[config.mk]
export PLATFORM = sky130hd
export DESIGN_NAME = seq_divider_flat
export DESIGN_NICKNAME = d
export VERILOG_FILES = /design/src/rtl/div_pkg.sv /design/src/rtl/seq_divider_if.sv /design/src/rtl/div_step.sv /design/src/rtl/seq_divider.sv /design/src/flat_wrapper.sv
export SDC_FILE = /design/constraint.sdc
export NUM_CORES = 1
export LEC_CHECK = 0
export BUFFER_PORTS_ARGS = -buffer_cell sky130_fd_sc_hd__buf_2
export CORE_UTILIZATION = 54
export DETAILED_ROUTE_END_ITERATION = 8
export PLACE_DENSITY = 0.82
export SLEW_MARGIN = 20
export SYNTH_ARGS = -nofsm -noshare
export SYNTH_HDL_FRONTEND = slang
export SYNTH_SLANG_ARGS = --single-unit
[constraint.sdc]
create_clock -name clk -period 5.82 [get_ports clk]
set_input_delay 0.582 -clock clk [delete_from_list [all_inputs] [get_ports clk]]
set_output_delay 0.582 -clock clk [all_outputs]
set_load 0.01 [all_outputs]
[src/rtl/div_pkg.sv]
// Shared types and constants for the sequential restoring divider.
package div_pkg;
  localparam int DEF_WIDTH = 32;

  typedef enum logic [1:0] {
    IDLE = 2'd0,
    RUN  = 2'd1,
    FIX  = 2'd2
  } state_t;
endpackage

[src/rtl/seq_divider_if.sv]
// Request/result bundle of the sequential divider.
// The master issues start with operands; the slave returns busy, done and the result.
interface seq_divider_if
  import div_pkg::*;
#(
  parameter int WIDTH = DEF_WIDTH
);
  logic             start;
  logic             sign_en;
  logic [WIDTH-1:0] a;
  logic [WIDTH-1:0] b;
  logic             busy;
  logic             done;
  logic             div_zero;
  logic [WIDTH-1:0] hi;
  logic [WIDTH-1:0] lo;

  modport master (
    output start, sign_en, a, b,
    input  busy, done, div_zero, hi, lo
  );

  modport slave (
    input  start, sign_en, a, b,
    output busy, done, div_zero, hi, lo
  );
endinterface

[src/rtl/div_step.sv]
// One restoring division step: shift in a dividend bit, subtract the divisor when it fits.
// Purely combinational; no handshake.
module div_step #(
  parameter int WIDTH = 32
) (
  input  logic [WIDTH-1:0] rem_in,
  input  logic             din,
  input  logic [WIDTH-1:0] divisor,
  output logic [WIDTH-1:0] rem_out,
  output logic             q_bit
);
  logic [WIDTH:0] shifted;

  // rem_in < divisor holds on entry, so the difference always fits in WIDTH bits.
  assign shifted = {rem_in, din};
  assign q_bit   = (shifted >= {1'b0, divisor});
  assign rem_out = q_bit ? (shifted[WIDTH-1:0] - divisor) : shifted[WIDTH-1:0];
endmodule

[src/rtl/seq_divider.sv]
// Sequential signed/unsigned divider, one quotient bit per cycle; done WIDTH+1 cycles after start (1 for b==0).
// start is accepted only in IDLE; requests arriving while an operation runs are dropped.
module seq_divider
  import div_pkg::*;
#(
  parameter int WIDTH = DEF_WIDTH,
  parameter int CNT_W = $clog2(WIDTH)
) (
  input  logic          clk,
  input  logic          reset,
  seq_divider_if.slave  bus
);
  state_t           state;
  logic [CNT_W-1:0] cnt;
  logic [WIDTH-1:0] mag_a;
  logic [WIDTH-1:0] mag_b;
  logic [WIDTH-1:0] rem;
  logic [WIDTH-1:0] quo;
  logic             neg_q;
  logic             neg_r;
  logic             busy_r;
  logic             done_r;
  logic             div_zero_r;
  logic [WIDTH-1:0] hi_r;
  logic [WIDTH-1:0] lo_r;
  logic [WIDTH-1:0] step_rem;
  logic             step_q;

  div_step #(.WIDTH(WIDTH)) u_step (
    .rem_in  (rem),
    .din     (mag_a[cnt]),
    .divisor (mag_b),
    .rem_out (step_rem),
    .q_bit   (step_q)
  );

  always_ff @(posedge clk or posedge reset) begin
    if (reset) begin
      state      <= IDLE;
      cnt        <= '0;
      mag_a      <= '0;
      mag_b      <= '0;
      rem        <= '0;
      quo        <= '0;
      neg_q      <= 1'b0;
      neg_r      <= 1'b0;
      busy_r     <= 1'b0;
      done_r     <= 1'b0;
      div_zero_r <= 1'b0;
      hi_r       <= '0;
      lo_r       <= '0;
    end else begin
      done_r <= 1'b0;
      case (state)
        IDLE: begin
          if (bus.start) begin
            neg_q      <= bus.sign_en & (bus.a[WIDTH-1] ^ bus.b[WIDTH-1]);
            neg_r      <= bus.sign_en & bus.a[WIDTH-1];
            mag_a      <= (bus.sign_en && bus.a[WIDTH-1]) ? -bus.a : bus.a;
            mag_b      <= (bus.sign_en && bus.b[WIDTH-1]) ? -bus.b : bus.b;
            rem        <= '0;
            quo        <= '0;
            cnt        <= CNT_W'(WIDTH - 1);
            busy_r     <= 1'b1;
            div_zero_r <= (bus.b == '0);
            // A zero divisor goes straight to FIX, which then leaves hi/lo alone.
            state      <= (bus.b == '0) ? FIX : RUN;
          end
        end
        RUN: begin
          rem <= step_rem;
          quo <= {quo[WIDTH-2:0], step_q};
          if (cnt == '0) begin
            // busy drops as the last step completes, so it covers exactly the WIDTH step cycles.
            busy_r <= 1'b0;
            state  <= FIX;
          end else begin
            cnt <= cnt - CNT_W'(1);
          end
        end
        FIX: begin
          if (!div_zero_r) begin
            lo_r <= neg_q ? -quo : quo;
            hi_r <= neg_r ? -rem : rem;
          end
          done_r <= 1'b1;
          busy_r <= 1'b0;
          state  <= IDLE;
        end
        default: state <= IDLE;
      endcase
    end
  end

  assign bus.busy     = busy_r;
  assign bus.done     = done_r;
  assign bus.div_zero = div_zero_r;
  assign bus.hi       = hi_r;
  assign bus.lo       = lo_r;
endmodule

[src/flat_wrapper.sv]
// flat-port wrapper written by rule: the top's interface ports become plain ports
module seq_divider_flat import div_pkg::*;
#(
  parameter int WIDTH = DEF_WIDTH,
  parameter int CNT_W = $clog2(WIDTH)
)
  (clk, reset, bus_start, bus_sign_en, bus_a, bus_b, bus_busy, bus_done, bus_div_zero, bus_hi, bus_lo);
  seq_divider_if #(.WIDTH(WIDTH)) bus_i ();
  input  logic clk;
  input  logic reset;
  input wire logic [$bits(bus_i.start)-1:0] bus_start;
  input wire logic [$bits(bus_i.sign_en)-1:0] bus_sign_en;
  input wire logic [$bits(bus_i.a)-1:0] bus_a;
  input wire logic [$bits(bus_i.b)-1:0] bus_b;
  output wire logic [$bits(bus_i.busy)-1:0] bus_busy;
  output wire logic [$bits(bus_i.done)-1:0] bus_done;
  output wire logic [$bits(bus_i.div_zero)-1:0] bus_div_zero;
  output wire logic [$bits(bus_i.hi)-1:0] bus_hi;
  output wire logic [$bits(bus_i.lo)-1:0] bus_lo;
  assign bus_i.start = bus_start;
  assign bus_i.sign_en = bus_sign_en;
  assign bus_i.a = bus_a;
  assign bus_i.b = bus_b;
  assign bus_busy = bus_i.busy;
  assign bus_done = bus_i.done;
  assign bus_div_zero = bus_i.div_zero;
  assign bus_hi = bus_i.hi;
  assign bus_lo = bus_i.lo;
  seq_divider #(.WIDTH(WIDTH), .CNT_W(CNT_W)) u_core (.clk(clk), .reset(reset), .bus(bus_i));
endmodule
### After elaboration in Yosys (flattened, before gate mapping)

Cells that the tools add are included.

| cells by class | value |
|---|---|
| shift-type cells | 0 |
| magnitude comparators | 2 |
| bitwise operators | 4 |
| $add $sub $neg | 6 |
| muxes and demuxes | 21 |
| multiply operators | 0 |
| reduce and logical (&&, ||, !) cells | 13 |
| div/mod/pow operators | 0 |
| eq/ne operators | 5 |

Operators by type and width:

| cell | number |
|---|---|
| $mux W32 | 6 |
| $neg A32 Y32 | 4 |
| $pmux W32 S2 | 2 |
| $ge A33 B32 Y1 | 1 |
| $logic_not A32 Y1 | 1 |
| $sub A32 B32 Y32 | 1 |
| $mux W5 | 2 |
| $pmux W5 S2 | 1 |
| $reduce_and A2 Y1 | 4 |
| $lt A5 B6 Y1 const B | 1 |
| $mux W2 | 3 |
| $reduce_and A3 Y1 | 2 |
| $bmux W1 S5 | 1 |
| $logic_not A5 Y1 | 1 |
| $sub A5 B1 Y5 const B | 1 |
| $mux W1 | 4 |
| $ne A2 B2 Y1 const B | 2 |
| $pmux W2 S2 | 1 |
| $pmux W1 S3 | 1 |
| $reduce_bool A3 Y1 | 1 |
| $and A1 B1 Y1 | 2 |
| $eq A2 B1 Y1 const B | 1 |
| $eq A2 B2 Y1 const B | 1 |
| $logic_and A1 B1 Y1 | 2 |
| other kinds (5) | 5 |

| storage, ports and cells | value |
|---|---|
| memory bits (read-only) | 0 |
| latch bits | 0 |
| memories kept | 0 |
| output and inout bits | 67 |
| logic and storage cells | 64 |
| register bits after elaboration | 204 |
| bits in writable memories | 0 |
| input port bits | 68 |

### Logic depth before layout (Yosys ltp)

Gate-level depths: netlist of run 1.

| depth | value |
|---|---|
| depth after elaboration | 5 |
| depth in mapped cells | 15 |
| gate-level depth less buffers | 14 |

### Cells and area by module

From an unflattened synthesis of run 1, not the netlist that was laid out.

| unflattened totals | value |
|---|---|
| cell total of the unflattened synthesis | 1412 |
| area, all modules | 12814.8 um^2 |

Modules (own cells, without submodules):

| module | instances | cells an instance | area an instance (um^2) |
|---|---|---|---|
| seq_divider | 1 | 1043 | 10448.8 |
| div_step | 1 | 369 | 2366.0 |

### Worst setup path after synthesis of run 1

No wires, ideal clock.

| timing path | value |
|---|---|
| path type | register to register |
| start point | register u_core.cnt[0] |
| end point | register u_core.rem[30] |
| setup slack | 1.491 ns |
| path buffers | 1 |
| setup time | 0.083 ns |
| arrival time | 4.246 ns |
| cell stages (with the launch flop) | 16 |
| path through | dfrtp_1 buf_1 mux4_2 mux4_2 mux2i_1 ha_1 inv_1 fa_1 a21o_1 a221oi_1 o21a_1 a31oi_1 a21oi_1 nor3_1 a211o_1 o21ai_0 |

| between the ends | value |
|---|---|
| longest elaborated chain between the ends | 5 |

RTL lines:

| element | line | RTL |
|---|---|---|
| start, declared | seq_divider.sv:14 | `logic [CNT_W-1:0] cnt;` |
| start signal, assigned | seq_divider.sv:63 | `cnt <= CNT_W'(WIDTH - 1);` |
| start signal, assigned | seq_divider.sv:78 | `cnt <= cnt - CNT_W'(1);` |
| $bmux W1 S5 (*) | seq_divider.sv:31 | `.din (mag_a[cnt]),` |
| $mux W1 (implied by the code) (*) | seq_divider.sv:31 |  |
| $sub A32 B32 Y32 or $ge A33 B32 Y1 (tied branches) | div_step.sv:17, div_step.sv:16 |  |
| $mux W32 (*) | div_step.sv:17 | `assign rem_out = q_bit ? (shifted[WIDTH-1:0] - divisor) : shifted[WIDTH-1:0];` |
| $pmux W32 S2 (*) | seq_divider.sv:54 | `case (state)` |
| end signal, assigned | seq_divider.sv:71 | `rem <= step_rem;` |
| end, declared | seq_divider.sv:17 | `logic [WIDTH-1:0] rem;` |

Every way passes the cells marked *; elsewhere a longest branch is shown, timed or not. The select of a mux whose other input is x is not followed.
A chain may end at the register's enable or synchronous reset.

### Worst setup path in the final report of run 1

Same ends and word-level chain as after synthesis.

==> flow_summary_export.csv, run 1 <==
group,metric,value,unit
run_status,status,"completed",
synth,syn_inst,1380,
floorplan,initial_core_util,54.79,%
sta,setup_tns,0,ns
global_route,grt_antenna_before_repair,0,
layout,drive_above_1_share,13.78,%
flow_run,cap_violations,0,
sta,fmax,205.7,MHz
sta,worstMarginPinSlew,1.076,ns
synth,synth_cell_types,64,
layout,diodes,0,
placement,gp_congestion,0.9302,
synth,seq_area_frac_synth,41.28,%
synth,ys.flop_type,"dfrtp_1",
layout,final_util,61.76,%
clock_tree,cts_hold_buf,0,
synth,synth_compound_area_share,20.66,%
synth,synth_edf_count,0,
global_route,grt-ovfl-total,0,
sta,setup_viol,0,
drt,vias,10280,
layout,multiInputGateArea,0.006785,mm2
synth,muxShareOfSynthArea,4.168,%
sta,rsz0062_at_grt,"no",
critical_path,cp.arrival,5.28,ns
placement,post-dp-hpwl,20400,um
synth,async_flop_share,100.0,%
clock_tree,post-cts-setup-buffers,0,
floorplan,die_h,153.3,um
pwr,p_leak,0.006683,uW
synth,synth_nets,1491,
pwr,ir_worst_vdd,0.0002274,V
critical_path,crit_required,6.24,ns
synth,postSynthAreaPerCell,8.961,um2
pwr,p_per_area,387.4,mW/mm2
drt,wl,28390,um
floorplan,die_w,153.3,um
hold_path,hp-class,"in2async",
synth,synth-adder-area-share,4.411,%
synth,synth-seq-cells,204,
critical_path,critical_path.endpoint_type,"register",
clock_tree,clockBufferDepth,3,
clock_tree,cts_tree,"yes",
layout,layout.area.seq,0.005105,mm2
floorplan,die_area,0.02351,mm2
clock_tree,ctsResizeCount,0,
sta,worst_slack,0.9577,ns
pwr,total_power,5401,uW
synth,synthSimpleGateAreaFrac,15.07,%
layout,syn2layout_area_growth,12.73,%
floorplan,pin_count,135,
clock_tree,cts_sinks,204,
synth,synth_area,0.01237,mm2
global_route,grt_pass1_wl,48090,um
critical_path,cp-start-kind,"register",
sta,whs,0.2441,ns
synth,synth_xor_area_share,10.34,%
clock_tree,clk-insertion-delay-late,0.51,ns
clock_tree,cts-root-buf,"clkbuf_16",
global_route,track_usage,24.53,%
clock_tree,cts_inserted_buffers,21,
floorplan,core,0.02257,mm2
drt,viasPerCell,5.825,
layout,final_common_cell,"nand2_1",
clock_tree,clkTransAtPathRegs,0.06,ns
sta,maxSlewViolCount,0,
critical_path,ff2ff_path_depth,14,
sta,skew,0.01340,ns
placement,dpl_worst_slack,0.9407,ns
sta,hold_viol,0,
sta,min_period_over_period,83.55,%
synth,synth_top_family_by_area,"compound AO/OA/AOI/OAI gates",
placement,port_buffers,134,
clock_tree,h-tree-depth,1,
layout,mostFrequentLayoutCells,"nand2_1, o21ai_0, dfrtp_1, buf_2, xor2_1",
sta,layout_min_cycle_time,4.862,ns
sta,slew_headroom,28.29,%
global_route,grt_max_degree,158,
layout,nFillCells,1956,
floorplan,rows,55,
critical_path,crit_type,"reg2reg",
drt,wl_per_cell,16.09,um
drt,antenna_left,0,
drt,first_iter_violations,588,
drt,firstDrtPassIters,4,
layout,nets,1578,
critical_path,worstPathMaxFanout,12,
drt,drc_errors,0,
synth,ys_warn_count,0,
global_route,first_global_vias,9779,
[worst max-delay path, stage by stage, from the launching register on]
cell	delay, ns
dfrtp_1	0.70
mux4_2	0.58
mux4_2	0.49
mux2i_1	0.29
ha_1	0.25
inv_1	0.06
fa_1	0.41
a21o_1	0.21
a221oi_1	0.54
o21a_1	0.31
a31oi_1	0.21
a21oi_1	0.26
nor3_1	0.07
a211o_1	0.26
o21ai_0	0.13
[power breakdown]
| part | switching [uW] | internal (uW) | total [uW] |
|---|---|---|---|
| Sequential | 260 | 1740 | 1990 |
| Clock | 559 | 878 | 1440 |
| Combinational | 1240 | 732 | 1970 |
[final timing paths]
path / from / endpoint / slack [ns]
worst max-delay path: u_core.cnt[0] / u_core.rem[30] / 0.96
worst max register to register: u_core.cnt[0] / u_core.rem[30] / 0.96
worst min-delay path: reset / u_core.bus.lo[11] / 0.24
min in group clk: bus_start / u_core.state[1] / 0.34
max in group asynchronous: reset / u_core.rem[3] / 4.30
worst min register to register: u_core.bus.hi[0] / u_core.bus.hi[0] / 0.47
[logic make-up (layout without fill, tap and decap cells)]
| kind of cell | Yosys count | after routing |
|---|---|---|
| buffers and inverters | 133 | 233 |
| muxes | 39 | 39 |
| adders and majority gates | 43 | 43 |
| xor gates and xnor gates | 146 | 146 |
| DFF | 204 | 204 |
| AOI/OAI and AO/OA | 413 | 413 |
| and+or+nand+nor | 402 | 402 |
[Yosys cell counts (13+ instances only)]
master | n | share of area, %
mux2i_1 | 29 | 2.3
xor2_1 | 96 | 6.8
clkbuf_1 | 69 | 2.1
a21oi_1 | 45 | 1.8
inv_1 | 56 | 1.7
nand2_1 | 231 | 7.0
o41ai_1 | 17 | 1.2
ha_1 | 42 | 4.2
a21o_1 | 13 | 0.79
a22o_1 | 28 | 2.0
xnor2_1 | 50 | 3.5
nor3_1 | 15 | 0.61
o21ai_0 | 218 | 8.8
dfrtp_1 | 204 | 41
nor2_1 | 43 | 1.3
nand3_1 | 17 | 0.69
nor4_1 | 16 | 0.81
o31ai_1 | 28 | 1.7
[final cells by class]
class	instances	area share, %
Clock buffer	26	4.120
Clock inverter	10	1.131
Inverter	56	1.535
Multi-Input combinational cell	1043	48.67
Sequential cell	204	36.62
Tap cell	285	2.558
Timing Repair Buffer	141	5.367
[registers in the layout, summed over array words and instances, names as in the netlist]
name                 cells
u_core.bus.hi           32
u_core.bus.lo           32
u_core.mag_a            32
u_core.mag_b            32
u_core.quo              32
u_core.rem              32
u_core.cnt               5
u_core.state             2
u_core.bus.busy          1
u_core.bus.div_zero      1
u_core.bus.done          1
u_core.neg_q             1
u_core.neg_r             1
[routing by layer]
metal,part of all wire (%),GRT usage (%),up-vias
li1,-,-,5094
met1,48,35.99,4847
met2,44,38.31,298
met3,6.1,3.941,43
met4,1.8,5.238,0
met5,0,0,-
[per-stage QoR]
step	instances	cell area, um2
after floorplan	1380	12370
after global placement	1729	13210
after detailed placement	1729	13210
after CTS	1765	13940
after global routing	1765	13940
final	1765	13940
No activity file was read; power rests on OpenSTA's default activity.
==> run 2, diff against run 1 <==
--- a/config.mk
+++ b/config.mk
@@ -5,6 +5,7 @@
 export SDC_FILE = /design/constraint.sdc
 export NUM_CORES = 1
 export LEC_CHECK = 0
+export ABC_AREA = 1
 export BUFFER_PORTS_ARGS = -buffer_cell sky130_fd_sc_hd__buf_2
 export CORE_UTILIZATION = 54
 export DETAILED_ROUTE_END_ITERATION = 8
==> constraint.sdc (replaced) <==
create_clock -name clk -period 4.1 [get_ports clk]
set_input_delay 0.41 -clock clk [delete_from_list [all_inputs] [get_ports clk]]
set_output_delay 0.41 -clock clk [all_outputs]
set_load 0.01 [all_outputs]
==> run 2 against run 1 <==
Maximum frequency is 33% higher; die area up 13%; synthesized cell count is 52% higher; sequential share of layout area fell by 4.1 points; first-iteration DRC count up 120%; utilization up 0.22 points; via count increased by 34%; critical endpoint is now u_core.rem[28].
==> flow_summary_export.csv, run 2 <==
group,metric,value,unit
run_status,status,"completed",
synth,ys.flop_type,"dfrtp_1",
critical_path,endpoint,"u_core.rem[28]",
clock_tree,clk-insertion-delay-late,0.51,ns
drt,drt-met1-wl,17950,um
hold_path,hp-class,"in2async",
synth,post-synth-top-area-cell,"dfrtp_1",
sta,fmax,272.5,MHz
layout,final_common_cell,"nand2_1",
layout,drive_above_1_share,9.406,%
synth,postSynthAreaPerCell,6.667,um2
clock_tree,h-tree-depth,1,
placement,post-dp-hpwl,28380,um
critical_path,critical_path.endpoint_type,"register",
clock_tree,cts_sinks,204,
synth,ys_top_cells_by_count,"nand2_1, inv_1, nand3_1",
layout,syn2layout_area_growth,11.96,%
layout,nets,2319,
sta,worst_slack,0.4309,ns
critical_path,r2r_slack,0.43,ns
sta,slew_headroom,34.77,%
critical_path,slowest_stage,"dfrtp_1",
sta,layout_min_cycle_time,3.669,ns
drt,firstDrtPassIters,6,
floorplan,pin_count,135,
flow_run,cap_violations,0,
floorplan,die_h,163.1,um
critical_path,crit_type,"reg2reg",
synth,ys_warn_count,0,
placement,gp_congestion,0.9799,
synth,syn_inst,2103,
placement,dpl_worst_slack,0.5227,ns
sta,setup_tns,0,ns
pwr,ir_worst_vdd,0.0004124,V
clock_tree,ctsResizeCount,0,
global_route,grt_pass1_wl,61690,um
layout,nFillCells,2372,
sta,skew,0.008941,ns
drt,antenna_left,0,
critical_path,path_cells,"inv_1 -> o21ai_0 -> nand2_1 -> a21oi_1 -> nand2_1 -> nand2_1 -> ha_1 -> inv_1 -> fa_1 -> nand2_1 -> nand3_1 -> nand3_1 -> nand2_1 -> nand2_1 -> nand2_1 -> nand2_1 -> nand2_1 -> nand2_1 -> nand3_1 -> nand2_1 -> nand2_1",
drt,wl_met3,2781,um
synth,yosys-top-cells-area,"dfrtp_1, nand2_1, nand3_1, inv_1, nor2_1",
critical_path,cp-start-kind,"register",
sta,maxSlewViolCount,0,
clock_tree,clockBufferDepth,3,
clock_tree,cts_inserted_buffers,22,
sta,worstMarginPinSlew,0.9773,ns
floorplan,rows,58,
pwr,p_per_area,769.0,mW/mm2
floorplan,initial_core_util,55.36,%
sta,min_period_over_period,89.49,%
synth,synth_edf_count,0,
synth,netlist.area_leader.share,36.41,%
drt,wl_per_cell,14.59,um
critical_path,cp_common_cell,"nand2_1",
drt,vias,13760,
clock_tree,cts_hold_buf,0,
critical_path,crit_start,"u_core.cnt[0]",
sta,setup_viol,0,
critical_path,r2r_start,"u_core.cnt[0]",
synth,seq_area_frac_synth,36.41,%
critical_path,r2r-end,"u_core.rem[28]",
drt,wl_met2,15710,um
floorplan,core,0.02533,mm2
critical_path,cp.arrival,4.07,ns
clock_tree,cts-root-buf,"clkbuf_16",
sta,rsz0062_at_grt,"no",
pwr,p_leak,0.008475,uW
synth,synth_nets,2214,
critical_path,ff2ff_path_depth,21,
global_route,first_global_vias,12630,
drt,top_layer_used,"met4",
clock_tree,post-cts-setup-buffers,0,
synth,synth-seq-cells,204,
sta,hold_viol,0,
placement,port_buffers,134,
clock_tree,clkTransAtPathRegs,0.06,ns
synth,async_flop_share,100.0,%
critical_path,cpPeakStageDelay,0.74,ns
clock_tree,cts_tree,"yes",
drt,drc_errors,0,
critical_path,worstPathMaxFanout,23,
drt,first_iter_violations,1321,
global_route,track_usage,28.60,%
pwr,total_power,12070,uW
layout,mostFrequentLayoutCells,"nand2_1, inv_1, nand3_1, dfrtp_1, nor2_1",
critical_path,crit_required,4.50,ns
drt,viasPerCell,5.393,
synth,synth_area,0.01402,mm2
drt,wl,37230,um
synth,synth.most_common_cell,"nand2_1",
global_route,grt-ovfl-total,0,
global_route,grt_antenna_before_repair,0,
floorplan,die_area,0.02661,mm2
global_route,grt_max_degree,115,
synth,synth_cell_types,43,
floorplan,die_w,163.1,um
layout,diodes,0,
## run 2: cell types whose count changed after synthesis, moves of 29 or more
cell     before  now
nand2_1     231  667
inv_1        56  285
nand3_1      17  236
nor2_1       43  191
o21ai_0     218  127
xor2_1       96   56
o22ai_1       1   32
mux2i_1      29    0
## run 2: kinds of logic after synthesis
| group | Yosys count | synth area share [%] |
|---|---|---|
| simple gates | 1179 | 35.33 |
| compound gates | 245 | 9.807 |
| fa+ha+maj | 43 | 3.891 |
| buf+inv | 354 | 9.691 |
| flops | 204 | 36.41 |
| xor+xnor | 78 | 4.872 |
## run 2: worst min-delay path by stage
stage	from	to	slack, ns	cells past startpoint
after floorplan	u_core.mag_a[29]	u_core.mag_a[29]	0.44	2
after CTS	reset	u_core.rem[28]	0.09	3
after global placement	u_core.bus.lo[20]	u_core.bus.lo[20]	0.46	2
after detailed placement	u_core.bus.lo[28]	u_core.bus.lo[28]	0.46	2
after global routing	reset	u_core.bus.hi[5]	0.13	3
final	reset	u_core.bus.hi[0]	0.04	3
## run 2: per-stage QoR
| step | cell area, um2 | hold WS (ns) | utilization [%] | instances |
|---|---|---|---|---|
| finish | 15700 | 0.04211 | 61.98 | 2552 |
| global route | 15700 | 0.1347 | 61.98 | 2552 |
| CTS | 15700 | 0.09233 | 61.98 | 2552 |
| detailed placement | 14940 | 0.4616 | 58.99 | 2514 |
| global placement | 14940 | 0.4582 | 58.99 | 2514 |
| floorplan | 14020 | 0.4437 | - | 2103 |
## run 2: worst max-delay path: cells and delay by family, from the launching register on
family          cells  cell delay (ns)
compound gates      2             0.40
fa+ha+maj           2             0.62
flops               1             0.74
simple gates       15             1.37
buf+inv             2             0.45
## run 2: area by class of cell
class / count / area [um2] / share of cell area [%]
sequential: 204 / 5105 / 32.52
clock inverter: 6 / 118.9 / 0.7572
inverter: 290 / 1092 / 6.958
timing repair buffer: 145 / 765.7 / 4.878
multi-input combinational: 1545 / 7565 / 48.19
tap: 330 / 412.9 / 2.630
clock buffer: 32 / 638.1 / 4.065
## run 2: layer usage
| layer | vias to the layer above | track usage [%] |
|---|---|---|
| li1 | 6920 | - |
| met4 | 0 | 7.562 |
| met1 | 6319 | 43.05 |
| met3 | 42 | 3.377 |
| met5 | - | 0 |
| met2 | 481 | 43.21 |
## run 2: report_power, final
part	internal, uW	total [uW]	switching (uW)
sequential	2720	3280	561
combinational	2220	6740	4520
clock	1270	2060	790
==> run 3, diff against run 2 <==
--- a/config.mk
+++ b/config.mk
@@ -8,6 +8,7 @@
 export ABC_AREA = 1
 export BUFFER_PORTS_ARGS = -buffer_cell sky130_fd_sc_hd__buf_2
 export CORE_UTILIZATION = 54
+export CTS_BUF_LIST = sky130_fd_sc_hd__clkbuf_2 sky130_fd_sc_hd__clkbuf_4 sky130_fd_sc_hd__clkbuf_8
 export DETAILED_ROUTE_END_ITERATION = 8
 export PLACE_DENSITY = 0.82
 export SLEW_MARGIN = 20
==> run 3 against run 2 <==
Clock skew increased by 0.021 ns; sequential power about the same; first-iteration DRC count decreased by 5.8%; sequential share of layout area about the same.
==> flow_summary_export.csv, run 3 (synthesis results as in run 2) <==
group,metric,value,unit
hold_path,hp-class,"in2async",
clock_tree,post-cts-setup-buffers,0,
drt,firstDrtPassIters,5,
sta,fmax,273.3,MHz
placement,gp_congestion,0.9799,
sta,layout_min_cycle_time,3.658,ns
layout,final_area,0.01568,mm2
sta,hold_viol,0,
pwr,p_leak,0.008502,uW
drt,wl_met2,15810,um
clock_tree,clockBufferDepth,3,
clock_tree,cts_inserted_buffers,34,
global_route,track_usage,28.99,%
placement,port_buffers,134,
critical_path,worstPathMaxFanout,23,
global_route,first_global_vias,12670,
global_route,grt_max_degree,115,
drt,wl_met3,2801,um
layout,final_cells,2574,
sta,slew_headroom,33.61,%
clock_tree,clkTransAtPathRegs,0.06,ns
pwr,ir_worst_vdd,0.0004033,V
placement,dpl.cell_count,2514,
critical_path,cp.arrival,4.09,ns
clock_tree,cts_hold_buf,0,
run_status,status,"completed",
clock_tree,cts_sinks,204,
layout,nets,2331,
pwr,p_per_area,762.2,mW/mm2
floorplan,initial_core_util,55.36,%
flow_run,cap_violations,0,
clock_tree,cts_tree,"yes",
critical_path,critical_path.endpoint_type,"register",
critical_path,cp-start-kind,"register",
drt,wl,37460,um
layout,syn2layout_area_growth,11.86,%
drt,vias,13830,
global_route,grt_antenna_before_repair,0,
floorplan,die_h,163.1,um
sta,whs,0.03942,ns
placement,post-dp-hpwl,28380,um
layout,mostFrequentLayoutCells,"nand2_1, inv_1, nand3_1, dfrtp_1, nor2_1",
clock_tree,clk-insertion-delay-late,0.54,ns
layout,nFillCells,2375,
sta,maxSlewViolCount,0,
critical_path,crit_type,"reg2reg",
clock_tree,cts-root-buf,"clkbuf_8",
drt,wl_per_cell,14.55,um
sta,worstMarginPinSlew,0.9948,ns
layout,diodes,0,
global_route,grt-ovfl-total,0,
layout,drive_above_1_share,10.52,%
drt,top_layer_used,"met4",
sta,setup_viol,0,
floorplan,rows,58,
floorplan,die_w,163.1,um
clock_tree,h-tree-depth,2,
clock_tree,ctsResizeCount,0,
sta,skew,0.02961,ns
sta,rsz0062_at_grt,"no",
layout,final_common_cell,"nand2_1",
floorplan,core,0.02533,mm2
floorplan,pin_count,135,
floorplan,die_area,0.02661,mm2
critical_path,crit_required,4.53,ns
drt,viasPerCell,5.375,
sta,setup_tns,0,ns
global_route,grt_pass1_wl,62260,um
drt,first_iter_violations,1244,
drt,drc_errors,0,
drt,antenna_left,0,
sta,min_period_over_period,89.23,%
placement,place_area,0.01494,mm2
drt,drt-met1-wl,18030,um
## run 3: cell count changes in the layout (fill, tap and decap cells not counted)
cell	previous run	this run
bufinv_16	3	1
clkinv_8	1	0
inv_8	0	1
clkbuf_8	5	44
clkbuf_4	0	8
clkinv_4	0	1
clkbuf_16	22	0
clkinv_2	1	4
clkbuf_1	5	0
## run 3: stage by stage
stage               worst slack (ns)  util (%)  total power (uW)
finish                        0.4416     61.93             11950
global route                 0.07312     61.93             13050
CTS                           0.5065     61.93             11910
detailed placement            0.5227     58.99              9911
global placement              0.6527     58.99              9756
floorplan                      1.046         -              8100
## run 3: per-layer routing
layer | GRT usage (%) | vias up
li1 | - | 6945
met4 | 7.901 | 0
met2 | 43.48 | 494
met3 | 4.190 | 52
met1 | 43.33 | 6343
met5 | 0 | -
## run 3: area by class of cell
| class | instances | area [um2] | area share, % |
|---|---|---|---|
| clock buffers | 52 | 665.6 | 4.244 |
| clock inverters | 8 | 77.57 | 0.4946 |
| inverters | 290 | 1092 | 6.965 |
| multi-input cells | 1545 | 7565 | 48.23 |
| flip-flops and latches | 204 | 5105 | 32.55 |
| well taps | 330 | 412.9 | 2.633 |
| repair buffers | 145 | 765.7 | 4.882 |
## run 3: worst max-delay path, cell delays in order, from the launching register on
cell and delay [ns]:
dfrtp_1 0.73, inv_1 0.38, o21ai_0 0.27, nand2_1 0.07, a21oi_1 0.14, nand2_1 0.06
nand2_1 0.21, ha_1 0.19, inv_1 0.07, fa_1 0.43, nand2_1 0.10, nand3_1 0.09
nand3_1 0.08, nand2_1 0.13, nand2_1 0.09, nand2_1 0.09, nand2_1 0.10, nand2_1 0.06
nand2_1 0.06, nand3_1 0.06, nand2_1 0.09, nand2_1 0.04
## run 3: final timing paths
path | slack [ns] | to | startpoint | cells past startpoint
min in group clk | 0.17 | u_core.mag_b[31] | bus_b[31] | 3
min reg2reg | 0.47 | u_core.bus.lo[28] | u_core.bus.lo[28] | 2
min | 0.04 | u_core.bus.hi[0] | reset | 3
max reg2reg | 0.44 | u_core.rem[28] | u_core.cnt[0] | 21
max in group asynchronous | 3.00 | u_core.mag_b[21] | reset | 4
max | 0.44 | u_core.rem[28] | u_core.cnt[0] | 21
## run 3: where the power goes
group / leakage, uW / internal, uW / switching (uW) / total [uW]
sequential: 0.00265 / 2720 / 561 / 3280
combinational: 0.00546 / 2220 / 4520 / 6730
clock: 0.000393 / 1110 / 834 / 1940
total: 0.00850 / 6040 / 5910 / 12000
